===== config.mk =====
export PLATFORM = sky130hd
export DESIGN_NAME = cordic_angle_mag
export DESIGN_NICKNAME = d
export VERILOG_FILES = /design/src/rtl/cordic_angle_mag.sv
export SDC_FILE = /design/constraint.sdc
export NUM_CORES = 1
export LEC_CHECK = 0
export CORE_ASPECT_RATIO = 0.8
export CORE_MARGIN = 3
export CORE_UTILIZATION = 50
export CTS_CLUSTER_SIZE = 10
export DETAILED_ROUTE_END_ITERATION = 12
export HOLD_SLACK_MARGIN = 0.02
export PLACE_DENSITY = 0.7
export SLEW_MARGIN = 30
export SYNTH_ARGS = -nofsm -noshare
export SYNTH_HDL_FRONTEND = slang
export SYNTH_SLANG_ARGS = --single-unit
export TNS_END_PERCENT = 10

===== constraint.sdc =====
create_clock -name s00_axis_aclk -period 14.5 [get_ports s00_axis_aclk]
set_input_delay 4.35 -clock s00_axis_aclk [delete_from_list [all_inputs] [get_ports s00_axis_aclk]]
set_output_delay 4.35 -clock s00_axis_aclk [all_outputs]
set_load 0.02 [all_outputs]

===== src/rtl/cordic_angle_mag.sv =====
`default_nettype none
// ============================================================================
// Module      : cordic_angle_mag
// Description : Iterative vectoring CORDIC. Converts a complex discriminator
//               product {imag, real} into a signed binary angle and an
//               (uncompensated) magnitude. AXI-Stream in and out, one sample
//               in flight at a time.
// Revision    : 1.0 - initial release
// ============================================================================
module cordic_angle_mag #(
  parameter int C_S00_AXIS_TDATA_WIDTH = 32,  // only 32 is supported
  parameter int C_M00_AXIS_TDATA_WIDTH = 32,  // only 32 is supported
  parameter int NUM_ITER               = 16   // micro-rotations, 1..16
) (
  input  logic                                  s00_axis_aclk,
  input  logic                                  s00_axis_aresetn,
  input  logic                                  s00_axis_tvalid,
  input  logic [C_S00_AXIS_TDATA_WIDTH-1:0]     s00_axis_tdata,
  input  logic [(C_S00_AXIS_TDATA_WIDTH/8)-1:0] s00_axis_tstrb,
  input  logic                                  s00_axis_tlast,
  output logic                                  s00_axis_tready,
  input  logic                                  m00_axis_tready,
  output logic                                  m00_axis_tvalid,
  output logic [C_M00_AXIS_TDATA_WIDTH-1:0]     m00_axis_tdata,
  output logic [(C_M00_AXIS_TDATA_WIDTH/8)-1:0] m00_axis_tstrb,
  output logic                                  m00_axis_tlast
);

  localparam logic [3:0]  LAST_ITER = 4'(NUM_ITER - 1);
  localparam logic [15:0] ANGLE_PI  = 16'h8000;  // +pi and -pi alias here

  typedef enum logic [1:0] {
    IDLE = 2'd0,
    ITER = 2'd1,
    OUT  = 2'd2
  } state_t;

  state_t                                  state_q, state_d;
  logic signed [17:0]                      x_q, x_d;
  logic signed [17:0]                      y_q, y_d;
  logic        [15:0]                      z_q, z_d;
  logic        [3:0]                       iter_q, iter_d;
  logic                                    zero_q, zero_d;
  logic        [(C_M00_AXIS_TDATA_WIDTH/8)-1:0] strb_q, strb_d;
  logic                                    last_q, last_d;
  logic        [C_M00_AXIS_TDATA_WIDTH-1:0] tdata_q, tdata_d;
  logic                                    tvalid_q, tvalid_d;

  logic signed [17:0] x_in;
  logic signed [17:0] y_in;
  logic signed [17:0] x_sh;
  logic signed [17:0] y_sh;
  logic        [15:0] atan_i;

  // atan(2^-i) in binary-angle units (65536 = 2*pi)
  function automatic logic [15:0] atan_lut(input logic [3:0] idx);
    case (idx)
      4'd0:    return 16'd8192;
      4'd1:    return 16'd4836;
      4'd2:    return 16'd2555;
      4'd3:    return 16'd1297;
      4'd4:    return 16'd651;
      4'd5:    return 16'd326;
      4'd6:    return 16'd163;
      4'd7:    return 16'd81;
      4'd8:    return 16'd41;
      4'd9:    return 16'd20;
      4'd10:   return 16'd10;
      4'd11:   return 16'd5;
      4'd12:   return 16'd3;
      4'd13:   return 16'd1;
      4'd14:   return 16'd1;
      default: return 16'd0;
    endcase
  endfunction

  // Operand preparation: sign-extended inputs and the current shifted terms
  assign x_in   = {{2{s00_axis_tdata[15]}}, s00_axis_tdata[15:0]};
  assign y_in   = {{2{s00_axis_tdata[31]}}, s00_axis_tdata[31:16]};
  assign x_sh   = x_q >>> iter_q;
  assign y_sh   = y_q >>> iter_q;
  assign atan_i = atan_lut(iter_q);

  // Next-state and datapath: accept, rotate NUM_ITER times, then present result
  always_comb begin
    state_d  = state_q;
    x_d      = x_q;
    y_d      = y_q;
    z_d      = z_q;
    iter_d   = iter_q;
    zero_d   = zero_q;
    strb_d   = strb_q;
    last_d   = last_q;
    tdata_d  = tdata_q;
    tvalid_d = tvalid_q;

    case (state_q)
      IDLE: begin
        if (s00_axis_tvalid) begin
          strb_d = s00_axis_tstrb;
          last_d = s00_axis_tlast;
          zero_d = (x_in == 18'sd0) && (y_in == 18'sd0);
          iter_d = 4'd0;
          // Fold the left half-plane onto the right so the vectoring
          // iterations only need to cover +/-pi/2.
          if (x_in[17]) begin
            x_d = -x_in;
            y_d = -y_in;
            z_d = ANGLE_PI;
          end else begin
            x_d = x_in;
            y_d = y_in;
            z_d = 16'd0;
          end
          state_d = ITER;
        end
      end

      ITER: begin
        // Drive y toward zero; both updates use the pre-rotation x and y
        if (!y_q[17]) begin
          x_d = x_q + y_sh;
          y_d = y_q - x_sh;
          z_d = z_q + atan_i;
        end else begin
          x_d = x_q - y_sh;
          y_d = y_q + x_sh;
          z_d = z_q - atan_i;
        end
        if (iter_q == LAST_ITER) begin
          state_d = OUT;
        end else begin
          iter_d = iter_q + 4'd1;
        end
      end

      OUT: begin
        // First OUT cycle loads the output register; it then holds until taken
        if (!tvalid_q) begin
          tvalid_d = 1'b1;
          tdata_d  = zero_q ? '0 : {z_q, x_q[16:1]};
        end else if (m00_axis_tready) begin
          tvalid_d = 1'b0;
          state_d  = IDLE;
        end
      end

      default: begin
        state_d  = IDLE;
        tvalid_d = 1'b0;
      end
    endcase
  end

  // State and datapath registers; reset discards any sample in flight
  always_ff @(posedge s00_axis_aclk or negedge s00_axis_aresetn) begin
    if (!s00_axis_aresetn) begin
      state_q  <= IDLE;
      x_q      <= '0;
      y_q      <= '0;
      z_q      <= '0;
      iter_q   <= '0;
      zero_q   <= 1'b0;
      strb_q   <= '0;
      last_q   <= 1'b0;
      tdata_q  <= '0;
      tvalid_q <= 1'b0;
    end else begin
      state_q  <= state_d;
      x_q      <= x_d;
      y_q      <= y_d;
      z_q      <= z_d;
      iter_q   <= iter_d;
      zero_q   <= zero_d;
      strb_q   <= strb_d;
      last_q   <= last_d;
      tdata_q  <= tdata_d;
      tvalid_q <= tvalid_d;
    end
  end

  assign s00_axis_tready = (state_q == IDLE);
  assign m00_axis_tvalid = tvalid_q;
  assign m00_axis_tdata  = tdata_q;
  assign m00_axis_tstrb  = strb_q;
  assign m00_axis_tlast  = last_q;

endmodule
`default_nettype wire


==> impl_metrics.tcl <==
set metrics [dict create \
    ys.warnings.count 0 \
    cts.sinks 97 \
    area_growth_pct 10.2 \
    ioPinCount 80 \
    clk_root_buffer_cell "sky130_fd_sc_hd__clkbuf_16" \
    setup_tns_ns 0 \
    drt-wirelength-per-cell_um 19.4 \
    drv_cap 0 \
    slowest_stage_delay_on_critical_path_ns 0.47 \
    grt_first_pass_wirelength_mm 48.0 \
    synthesis.instances 1263 \
    run_status "finished, final reports clean" \
    rsz0062_at_grt "false" \
    most_common_library_cell_in_the_layout_ignoring_fill_and_taps "sky130_fd_sc_hd__nand2_1" \
    critPathMaxFanout 4 \
    clock_tree_skew_after_final_layout_ns 0.0133 \
    timing.critical_path.buf_inv 1 \
    cts_max_level 3 \
    hpwl_mm 21.7 \
    timing.fmax_mhz 144 \
    cts_made_buffers 9 \
    dr_total_vias 9586 \
    clk_pin_slew_worst_paths_ns 0.08 \
    post_synth_edffs 0 \
    holdCritStartpoint "m00_axis_tdata[21]" \
    cts_buffer_depth 2 \
    final.period_utilization_pct 47.8 \
    synth_cell_type_count 90 \
    critPathSlowestCell "sky130_fd_sc_hd__clkdlybuf4s50_1" \
    detail-route-antenna-nets 0 \
    critical_path_class "input port to flip-flop" \
    timing.final.max_slew_violations 0 \
    timing.final.hold_violations 0 \
    grt_pass1_vias 8683 \
    initial_core_util_pct 51.9 \
    timing.final.crit_period_ns 6.93 \
    syn_nets 1368 \
    synth_flop_cell "sky130_fd_sc_hd__dfrtp_1" \
    post_cts.repair.setup_buffers 0 \
    stdcell_count 1556 \
    floorplan.die.width_um 168 \
    worst_pin_slew_ns 0.958 \
    crit_required_ns 14.73 \
    drt_iter0_markers 949 \
    dr.pass1.iters 5 \
    class_of_the_tightest_hold_or_removal_check "flip-flop to flip-flop" \
    layout_common_cells "170 x sky130_fd_sc_hd__nand2_1, 117 x sky130_fd_sc_hd__o21ai_0, 99 x sky130_fd_sc_hd__nor2_1, 98 x sky130_fd_sc_hd__a21oi_1, 92 x sky130_fd_sc_hd__dfrtp_1" \
    row_count 46 \
    share_of_final_layout_standard_cells_stronger_than_drive_strength_1_pct 7.59 \
    postLayoutCoreUtil_pct 57.2 \
    clock_latency_on_the_worst_skew_pair_ns 0.37 \
    number_of_remaining_drc_errors 0 \
    end_kind "flip-flop" \
    via_per_inst 6.16 \
    netlist_area_sq_um 10500 \
    worst_r2r_path_depth 15 \
    placeableCoreArea_sq_um 20100 \
    antennaDiodeCount 0 \
    clock_tree_from_tritoncts "yes" \
    async_flop_share_pct 100 \
    synth-seq-cells 97 \
    antenna_found_initial 0 \
    ys_seq_area_share_pct 23.2 \
    die_height_um 135 \
    worstSetupStartpoint "s00_axis_tdata[18]" \
    cts_resized 0 \
    holdPathStages 2 \
    final_replace_weighted_congestion 0.931 \
    placedCellCount 1540 \
    pin_count_of_the_biggest_net_entering_global_routing 78 \
    critical_path.cell_chain "clkdlybuf4s50_1 > or3_1 > nor4_1 > nand2_1 > or3_1 > nor3_1 > ha_1 > nand2_1 > o21ai_0 > a221oi_1 > o21ai_0" \
    die_area_sq_um 22700 \
    totalWireLength_mm 30.1 \
    placement.io_buffers 79 \
    worstSetupStartpointType "input port" \
    gr-total-overflow 0 \
    postSynthAreaPerCell_sq_um 8.28 \
    crit_arrival_ns 7.16 \
    setup_violations 0 \
    reg2reg_from "iter_q[1]" \
    postCtsHoldBufs 0 \
    timing.slew.headroom_pct 35.8 \
    global_route.usage.total_pct 26.4 \
    critPathTopFamily "simple AND/OR/NAND/NOR gates" \
    design.final.nets 1392 \
    path_depth 11 \
]
[per-layer routing]
| metal | track usage [%] | up-vias | part of all wire, % |
|---|---|---|---|
| met5 | 0 | - | 0 |
| met2 | 36.2 | 435 | 40 |
| met4 | 5.63 | 0 | 1.5 |
| met1 | 41.5 | 4515 | 48 |
| met3 | 6.62 | 35 | 11 |
| li1 | - | 4601 | - |
[path summary, 6_finish.rpt]
path / end / slack, ns
hold reg to reg: m00_axis_tdata[21] / 0.48
max in group asynchronous: y_q[17] / 9.31
setup / recovery: y_q[16] / 7.57
setup reg to reg: x_q[17] / 8.45
min in group asynchronous: m00_axis_tdata[1] / 3.95
hold / removal: m00_axis_tdata[21] / 0.48
[Yosys cell counts, types with 9 or more instances]
library cell | instances | area [sq um]
sky130_fd_sc_hd__clkbuf_1 | 48 | 180
sky130_fd_sc_hd__a21oi_1 | 98 | 490
sky130_fd_sc_hd__mux4_1 | 10 | 263
sky130_fd_sc_hd__or3_1 | 11 | 68.8
sky130_fd_sc_hd__o21ai_0 | 117 | 586
sky130_fd_sc_hd__a22oi_1 | 10 | 75.1
sky130_fd_sc_hd__clkbuf_8 | 11 | 151
sky130_fd_sc_hd__buf_2 | 9 | 45.0
sky130_fd_sc_hd__nand2_1 | 170 | 638
sky130_fd_sc_hd__dfrtp_1 | 97 | 2430
sky130_fd_sc_hd__a21o_1 | 15 | 113
sky130_fd_sc_hd__nand3_1 | 16 | 80.1
sky130_fd_sc_hd__mux2i_1 | 42 | 420
sky130_fd_sc_hd__nor2_1 | 99 | 372
sky130_fd_sc_hd__ha_1 | 61 | 763
sky130_fd_sc_hd__mux4_2 | 20 | 450
sky130_fd_sc_hd__xor2_1 | 45 | 394
sky130_fd_sc_hd__a31oi_1 | 13 | 81.3
sky130_fd_sc_hd__nand2b_1 | 42 | 263
sky130_fd_sc_hd__a211oi_1 | 9 | 67.6
sky130_fd_sc_hd__xnor2_1 | 51 | 447
sky130_fd_sc_hd__nor3_1 | 24 | 120
sky130_fd_sc_hd__inv_1 | 42 | 158
sky130_fd_sc_hd__mux2_2 | 16 | 180
sky130_fd_sc_hd__o31ai_1 | 22 | 165
sky130_fd_sc_hd__nor2b_1 | 14 | 87.6
[flip-flops by register name (all words and copies together), names as in the netlist, 2 cells and up]
register        flops
iter_q              4
m00_axis_tdata     32
m00_axis_tstrb      4
state_q             2
x_q                18
y_q                18
z_q                16
[final cells by class]
| cell class | instances | area, sq um |
|---|---|---|
| Clock buffer | 9 | 225 |
| Clock inverter | 7 | 91.3 |
| Fill cell | 1891 | 8630 |
| Inverter | 44 | 179 |
| Multi-Input combinational cell | 1043 | 7370 |
| Sequential cell | 97 | 2430 |
| Tap cell | 264 | 330 |
| Timing Repair Buffer | 92 | 881 |
[kinds of logic (layout without fill, tap and decap cells)]
| logic type | count (synthesis) | after routing | synth area share, % |
|---|---|---|---|
| multiplexers | 93 | 93 | 13.3 |
| adder cells (fa/ha/maj) | 64 | 64 | 7.88 |
| flip-flops | 97 | 97 | 23.2 |
| buffers and inverters | 123 | 152 | 6.28 |
| XOR/XNOR | 97 | 97 | 8.26 |
| AND/OR/NAND/NOR | 431 | 431 | 19.9 |
| AO/OA/AOI/OAI | 358 | 358 | 21.2 |
[worst min-delay path, stage by stage (launching register included)]
cell and delay [ns]:
sky130_fd_sc_hd__dfrtp_1 0.35, sky130_fd_sc_hd__nand2_1 0.05, sky130_fd_sc_hd__o21ai_0 0.06
[per-stage QoR]
step	worst slack, ns	hold WS [ns]	area, sq um
2_1_floorplan	7.98	0.473	10500
3_3_place_gp	7.18	0.464	11200
3_5_place_dp	7.18	0.462	11200
4_1_cts	7.57	0.491	11500
5_1_grt	7.28	0.508	11500
6_report	7.57	0.482	11500
Power is not shown: default switching activity piles up to over one toggle a cycle in this logic, so the estimate is an artifact.
==> RTL change (same flow settings) <==
Make the reset (`s00_axis_aresetn`) synchronous in one clocked block.
--- a/src/rtl/cordic_angle_mag.sv
+++ b/src/rtl/cordic_angle_mag.sv
@@ -153,7 +153,7 @@
   end
 
   // State and datapath registers; reset discards any sample in flight
-  always_ff @(posedge s00_axis_aclk or negedge s00_axis_aresetn) begin
+  always_ff @(posedge s00_axis_aclk) begin
     if (!s00_axis_aresetn) begin
       state_q  <= IDLE;
       x_q      <= '0;
Function: differs if s00_axis_aresetn is asserted again (counterexample within 4 cycles, from zero or initial values and one cycle with s00_axis_aresetn low); with s00_axis_aresetn held inactive, the same outputs for 10 cycles.
==> RTL change against the unedited design <==
Design area decreased by 0.79%. Sequential share of layout area down 1.6 points. Register-to-register slack better by 0.65 ns. Area after synthesis down 1.3%. Non-clock buffer count stayed put. Worst setup slack improved by 0.042 ns. Clock skew fell by 0.0066 ns. Sequential cell count up 14. Count of clock-buffer cells in the layout is the same. Routed wire length increased by 2.2%.
==> RTL change: results (changes against the unedited design) <==
critical-path maximum fanout=52 (was 4); wire length of the first global-routing pass=49.2 mm (was 48.0 mm); met2 Resource Use GR=40.2% (was 36.2%); multi-input logic area=7520 sq um (was 7370 sq um); Initial DRC Count=1016 (was 949); Worst Tran Pin Value=0.904 ns (was 0.958 ns); Synth Area in Adders=8.10% (was 7.88%); Clock Sinks=111 (was 97); Data buffer area share=7.73% (was 7.65%); Reg2Reg Launch Point=iter_q[1] (unchanged); sequential area share after synthesis=21.5% (was 23.2%); asr flop ratio synth=0% (was 100%); via/cell ratio=6.27 (was 6.16); top cells by area, synth=dfxtp_1 22%, ha_1 7.5%, mux4_2 6.3% (was dfrtp_1 23%, ha_1 7.3%, nand2_1 6.1%); Filler Cell Count=1890 (was 1891); layout cells sized above 1=8.54% (was 7.59%); status=finished clean (unchanged); number of non-clock inverters=43 (was 44); skew final=0.00670 ns (was 0.0133 ns); WL per Instance=19.6 microns (was 19.4 microns); Post-Synth XOR/XNOR Area=8.49% (was 8.26%); bufs w/o clock=92 (unchanged); vias in the first global route=8992 (was 8683); Mean Syn Cell Area=7.99 sq um (was 8.28 sq um); clk cell area share=2.65% (was 2.75%); H-Tree Depth=3 (unchanged); post-synthesis mux area share=11.4% (was 13.3%); critical path launch point=s00_axis_tvalid (was s00_axis_tdata[18]); total nets after synthesis=1397 (was 1368); Cells after DPL=1559 (was 1540); DP HPWL=21.7 mm (about the same); Netlist cell types=82 (was 90); Synth Flop Type=dfxtp_1 (was dfrtp_1); comb_multi_in=1049 (was 1043); GRT Total Usage=26.8% (was 26.4%); Longest Clk Path Bufs=2 (unchanged); Hold Startpoint=m00_axis_tdata[22] (was m00_axis_tdata[21]); critical path arrival=7.19 ns (was 7.16 ns); Reg area=2230 sq um (was 2430 sq um); gpl congestion=0.895 (was 0.931); met3 usage=4.89% (was 6.62%); most frequent cells after synthesis=136 x nand2_1, 126 x a21oi_1, 111 x dfxtp_1 (was 170 x nand2_1, 117 x o21ai_0, 99 x nor2_1); met1 track demand over resource=40.4% (was 41.5%); largest net degree at the start of global routing=64 (was 78)
RTL change: cell types whose count changed after synthesis, moves of 28 or more:
| cell | delta |
|---|---|
| a21oi_1 | +28 |
| dfxtp_1 | +111 |
| o21ai_0 | -56 |
| nand2_1 | -34 |
| dfrtp_1 | -97 |
RTL change: layer usage:
metal	up-vias	share of wire [%]
li1	4766	-
met1	4619	48
met2	446	41
met3	51	9.0
met4	0	1.9
met5	-	0
RTL change: cells by family (layout without fill, tap and decap cells):
family	count (synthesis)	after routing
AND/OR/NAND/NOR	435	435
AO/OA/AOI/OAI	372	372
buffers and inverters	131	151
flip-flops	111	111
XOR/XNOR	100	100
multiplexers	77	77
adder cells (fa/ha/maj)	65	65
RTL change: power by group through the flow:
stage,sequential (mW),clock [mW],combinational [mW]
after floorplan,0.407,0,1.02
after global placement,0.467,0,1.22
after detailed placement,0.467,0,1.23
after CTS,0.459,0.261,1.24
after global routing,0.470,0.271,1.40
final,0.467,0.256,1.27
RTL change: path summary, 6_finish.rpt:
check | endpoint | slack [ns] | depth (start not counted)
max | atan_i[0] | 7.62 | 9
min | m00_axis_tdata[22] | 0.45 | 2
max reg2reg | y_q[17] | 9.10 | 20
min reg2reg | m00_axis_tdata[22] | 0.45 | 2
RTL change: metrics by stage:
step	worst slack (ns)	power (mW)	cell area (sq um)
final	7.62	1.99	11400
after global routing	7.44	2.14	11400
after CTS	7.67	1.96	11400
after global placement	7.38	1.69	11100
after detailed placement	7.30	1.70	11100
after floorplan	8.06	1.42	10300
RTL change: worst max-delay path, stage by stage:
cell and delay, ns:
clkdlybuf4s50_1 0.45, nand2_2 0.07, buf_4 0.50, nand2_1 0.21, nor2_1 0.51, inv_1 0.20, ha_1 0.36, mux4_2 0.46
inv_1 0.06
